--- config.mk ---
export PLATFORM = sky130hd
export DESIGN_NAME = uart_rx
export DESIGN_NICKNAME = d
export VERILOG_FILES = /design/src/rtl/uart_rx.sv
export SDC_FILE = /design/constraint.sdc
export NUM_CORES = 1
export LEC_CHECK = 0
export ABC_AREA = 0
export CORE_MARGIN = 8
export CORE_UTILIZATION = 30
export CTS_BUF_LIST = sky130_fd_sc_hd__clkbuf_4 sky130_fd_sc_hd__clkbuf_8
export CTS_CLUSTER_SIZE = 20
export DETAILED_ROUTE_END_ITERATION = 8
export PLACE_DENSITY = 0.46
export SYNTH_ARGS = -nofsm -noshare
export SYNTH_HDL_FRONTEND = slang
export SYNTH_SLANG_ARGS = --single-unit
--- constraint.sdc ---
create_clock -name clk -period 2.5 [get_ports clk]
set_input_delay 0.25 -clock clk [delete_from_list [all_inputs] [get_ports clk]]
set_output_delay 0.25 -clock clk [all_outputs]
set_load 0.05 [all_outputs]
--- src/rtl/uart_rx.sv ---
`default_nettype none
// ============================================================================
// Module   : uart_rx
// Purpose  : 8N1 UART receiver with mid-bit sampling, holding register,
//            framing-error and overrun status.
// Revision : 1.0 - initial release
// ============================================================================
module uart_rx #(
  parameter int CLKS_PER_BIT = 6
) (
  input  logic       clk,
  input  logic       clr,
  input  logic       rxD,
  input  logic       rd_ack,
  output logic [7:0] rx_data,
  output logic       rdrf,
  output logic       ferr,
  output logic       oerr
);

  localparam logic [15:0] c_half_last = 16'(CLKS_PER_BIT / 2 - 1);
  localparam logic [15:0] c_bit_last  = 16'(CLKS_PER_BIT - 1);

  typedef enum logic [2:0] {
    S_IDLE      = 3'd0,
    S_START     = 3'd1,
    S_DATA      = 3'd2,
    S_STOP      = 3'd3,
    S_WAIT_HIGH = 3'd4
  } state_t;

  state_t      r_state;
  state_t      w_state_next;
  logic        r_sync1;
  logic        r_rx_s;
  logic [15:0] r_baud_cnt;
  logic [3:0]  r_bit_cnt;
  logic [7:0]  r_shreg;
  logic [7:0]  r_rx_data;
  logic        r_rdrf;
  logic        r_ferr;
  logic        r_oerr;

  logic        w_start_ok;
  logic        w_data_smp;
  logic        w_stop_good;
  logic        w_stop_bad;

  // Two-flop synchroniser; idles high so reset never looks like a start bit
  always_ff @(posedge clk or negedge clr) begin
    if (!clr) begin
      r_sync1 <= 1'b1;
      r_rx_s  <= 1'b1;
    end else begin
      r_sync1 <= rxD;
      r_rx_s  <= r_sync1;
    end
  end

  always_ff @(posedge clk or negedge clr) begin
    if (!clr) begin
      r_state <= S_IDLE;
    end else begin
      r_state <= w_state_next;
    end
  end

  always_comb begin
    w_state_next = r_state;
    w_start_ok   = 1'b0;
    w_data_smp   = 1'b0;
    w_stop_good  = 1'b0;
    w_stop_bad   = 1'b0;
    case (r_state)
      S_IDLE: begin
        if (!r_rx_s) begin
          w_state_next = S_START;
        end
      end
      S_START: begin
        if (r_baud_cnt == c_half_last) begin
          if (!r_rx_s) begin
            w_start_ok   = 1'b1;
            w_state_next = S_DATA;
          end else begin
            w_state_next = S_IDLE;
          end
        end
      end
      S_DATA: begin
        if (r_baud_cnt == c_bit_last) begin
          w_data_smp = 1'b1;
          if (r_bit_cnt == 4'd7) begin
            w_state_next = S_STOP;
          end
        end
      end
      S_STOP: begin
        if (r_baud_cnt == c_bit_last) begin
          if (r_rx_s) begin
            w_stop_good  = 1'b1;
            w_state_next = S_IDLE;
          end else begin
            w_stop_bad   = 1'b1;
            w_state_next = S_WAIT_HIGH;
          end
        end
      end
      S_WAIT_HIGH: begin
        // A held-low line (break) must go high before another frame can start
        if (r_rx_s) begin
          w_state_next = S_IDLE;
        end
      end
      default: begin
        w_state_next = S_IDLE;
      end
    endcase
  end

  always_ff @(posedge clk or negedge clr) begin
    if (!clr) begin
      r_baud_cnt <= 16'd0;
      r_bit_cnt  <= 4'd0;
      r_shreg    <= 8'h00;
    end else begin
      if ((w_state_next != r_state) || w_data_smp) begin
        r_baud_cnt <= 16'd0;
      end else if (r_state inside {S_START, S_DATA, S_STOP}) begin
        r_baud_cnt <= r_baud_cnt + 16'd1;
      end else begin
        r_baud_cnt <= 16'd0;
      end

      if (w_start_ok) begin
        r_bit_cnt <= 4'd0;
      end else if (w_data_smp) begin
        r_bit_cnt <= r_bit_cnt + 4'd1;
      end

      if (w_data_smp) begin
        r_shreg <= {r_rx_s, r_shreg[7:1]};
      end
    end
  end

  // Completion outranks rd_ack for rdrf; rd_ack still clears stale status
  always_ff @(posedge clk or negedge clr) begin
    if (!clr) begin
      r_rx_data <= 8'h00;
      r_rdrf    <= 1'b0;
      r_ferr    <= 1'b0;
      r_oerr    <= 1'b0;
    end else begin
      if (w_stop_good) begin
        r_rx_data <= r_shreg;
      end

      if (w_stop_good) begin
        r_rdrf <= 1'b1;
      end else if (rd_ack) begin
        r_rdrf <= 1'b0;
      end

      if (w_stop_bad) begin
        r_ferr <= 1'b1;
      end else if (rd_ack) begin
        r_ferr <= 1'b0;
      end

      if (w_stop_good && r_rdrf && !rd_ack) begin
        r_oerr <= 1'b1;
      end else if (rd_ack) begin
        r_oerr <= 1'b0;
      end
    end
  end

  assign rx_data = r_rx_data;
  assign rdrf    = r_rdrf;
  assign ferr    = r_ferr;
  assign oerr    = r_oerr;

endmodule
`default_nettype wire

==> results.yml <==
yosys:
  synth.area.top_cells: "dfrtp_1 51%, mux2_2 8.8%, nor2_1 3.1%"
  yosysUniqueCellTypes: 41
  synth_nets: 184
  synthCells: 176
  synth_top_flop_cell: "dfrtp_1"
  avgSynthCellArea_sq_um: 11.7
  synth_top_area_share_pct: 51.1
  synth_xor_area_share_pct: 4.68
  synth_top_family_by_area: "simple AND/OR/NAND/NOR gates"
  synth_compound_area_share_pct: 6.32
  netlist_area_sq_um: 2060
  async_flop_share_pct: 100
  synth_top_cell_by_area: "dfrtp_1"
  yosys.area_share.simple_pct: 21.6
  synthMuxAreaShare_pct: 9.24
  synth_adder_area_share_pct: 2.43
  synth-seq-area-share_pct: 53.6
  synth-edff-count: 0
  ys_seq_elements: 44
  synth.yosys.warnings: 0
place:
  placed_area_sq_um: 2270
  pre_cts_ws_ns: 0.570
  port_buffers: 14
  hpwl_mm: 2.86
  finalWeightedCongestion: 0.743
power_and_ir_drop:
  switching_share_pct: 32.5
  p_per_area_nw_per_um2: 713
  seq_power_share_pct: 51.3
  power_leakage_uw: 0.00100
  internal_power_uw: 1140
  power_uw: 1690
  pwr-share-clk_pct: 27.8
  ir_drop_v: 0.000372
  power_switching_uw: 549
  combinationalPowerShare_pct: 20.8
die:
  die_height_um: 98.8
  row_count: 30
  initial_core_util_pct: 30.6
  die_x_um: 98.8
  core_sq_um: 6720
  ios: 15
  die-area_sq_um: 9770
cts:
  cts_buffer_depth: 2
  root_buffer: "clkbuf_8"
  clkSinkCount: 44
  clock_latency_ns: 0.29
  cts_setup_buffers: 0
  path_clk_slew_ns: 0.09
  numCtsBuffers: 5
  cts_htree_levels: 2
  cts_tree: "done"
  cts-hold-fix-buffers: 0
  cts-resized-gates: 0
setup_path:
  r2r-end: "r_shreg[7]$_DFFE_PN0P_"
  path_max_fanout: 10
  cpMaxStageDelayCell: "dfrtp_1"
  path_class: "register to register"
  reg2reg_depth: 4
  regToRegSetupSlack_ns: 0.56
  crit_end: "r_shreg[7]$_DFFE_PN0P_"
  crit_cells: 4
  crit_arrival_ns: 2.11
  crit_start: "r_baud_cnt[12]$_DFF_PN0_"
  max_stage_delay_ns: 0.47
  crit_chain: "nor4_4 -> nand4_4 -> nor2_4 -> mux2_2"
  timing.rr.start: "r_baud_cnt[12]$_DFF_PN0_"
  crit_buf_inv: 0
  crit_path_end_kind: "register"
  cp-start-kind: "register"
  path_delay_family: "simple AND/OR/NAND/NOR gates"
  worstPathRequired_ns: 2.67
global_routing:
  grt_pass1_wl_mm: 7.19
  gr-total-overflow: 0
  antenna_found_initial: 0
  grt_pass1_vias: 1484
  grt_max_degree: 45
  grt_usage_pct: 9.13
drt:
  vias: 1376
  met1Wirelength_mm: 1.82
  routed-wl-met3_um: 232
  via_per_inst: 5.06
  drtPass1Iterations: 4
  routed_wl_mm: 4.03
  top_layer_used: "met4"
  drtAntennaViolNets: 0
  met2_wirelength_mm: 1.94
  routedWlPerCell_um: 14.8
  first_iter_violations: 52
  drc: 0
sta:
  rsz0062_at_grt: "false"
  hold_viol: 0
  fin_crit_sh_pct: 77.5
  tns_ns: 0
  clock.fmax_mhz: 516
  fin_crit_ns: 1.94
  worst_slew_pin_slew_ns: 0.992
  final.setup_skew_ns: 0.00659
  finalMaxSlewViolations: 0
  slew_headroom_pct: 33.8
  setup_viol: 0
  setup_slack_ns: 0.563
  hold_ws_ns: 0.121
job:
  cap_violations: 0
hold_path:
  hp-class: "primary input to asynchronous set/reset pin"
layout:
  final_common_cell: "dfrtp_1"
  fin_area_sq_um: 2370
  final_cell_mix: "42 x dfrtp_1, 17 x nor2_1, 16 x mux2_2"
  drive_gt1_share_pct: 21.9
  layout-area-overhead-vs-synth_pct: 15.0
  antenna_cells: 0
  num-nets-final: 199
status:
  status: "complete, no violations"
[metal layers]
layer  vias up  track usage (%)
li1        660                -
met1       695             10.7
met2        19             14.5
met3         2             3.74
met4         0             3.54
met5         -                0
[cell usage after synthesis (all sizes together) (2+ instances only)]
library cell,instances
a21oi,9
and4,3
clkbuf,5
dfrtp,42
dfstp,2
ha,4
inv,5
mux2,16
nand2,6
nand3,6
nand4,8
nor2,19
nor3,3
nor3b,2
nor4,4
o21ai,6
o31ai,2
or2,4
or3,4
or4,2
xnor2,4
xor2,7
[power by group through the flow]
stage               Sequential (uW)  Clock, uW  Combinational (uW)
detailed placement              882          0                 357
finish                          866        470                 352
CTS                             867        490                 360
floorplan                       857          0                 278
global route                    883        522                 398
global placement                875          0                 348
[worst reg2reg max path: stages, from the launching register on]
cell,delay [ns]
dfrtp_1,0.47
nor4_4,0.42
nand4_4,0.25
nor2_4,0.31
mux2_2,0.37
[metrics by stage]
step	cells	util, %
3_3_place_gp	264	33.8
3_5_place_dp	264	33.8
5_1_grt	272	35.2
4_1_cts	272	35.2
6_report	272	35.2
2_1_floorplan	176	-
[logic make-up (layout without fill, tap and decap cells)]
family / after synthesis / count (layout)
simple gates: 67 / 67
flops: 44 / 44
compound gates: 22 / 22
mux: 17 / 17
xor+xnor: 11 / 11
buf+inv: 11 / 27
fa+ha+maj: 4 / 4
[registers in the layout (all words and copies together), names as in the netlist]
register and count:
ferr 1, oerr 1, r_baud_cnt 16, r_bit_cnt 4, r_rx_s 1, r_shreg 8, r_state 3, r_sync1 1
rdrf 1, rx_data 8
[how the worst min path moves through the flow]
stage	to	cells after the start	slack [ns]
5_1_grt	r_baud_cnt[6]$_DFF_PN0_	1	0.21
6_report	r_baud_cnt[9]$_DFF_PN0_	1	0.12
3_5_place_dp	r_rx_s$_DFF_PN1_	0	0.35
3_3_place_gp	r_rx_s$_DFF_PN1_	0	0.35
2_1_floorplan	ferr$_DFFE_PN0P_	0	-0.05
4_1_cts	r_baud_cnt[15]$_DFF_PN0_	1	0.17
[layout make-up]
type | count | area (sq um)
Fill cell | 655 | 4350
Sequential cell | 44 | 1100
Multi-Input combinational cell | 121 | 912
Timing Repair Buffer | 14 | 135
Tap cell | 80 | 100
Clock buffer | 6 | 82.6
Inverter | 5 | 18.8
Clock inverter | 2 | 15.0
No activity file was read; power rests on OpenSTA's default activity.
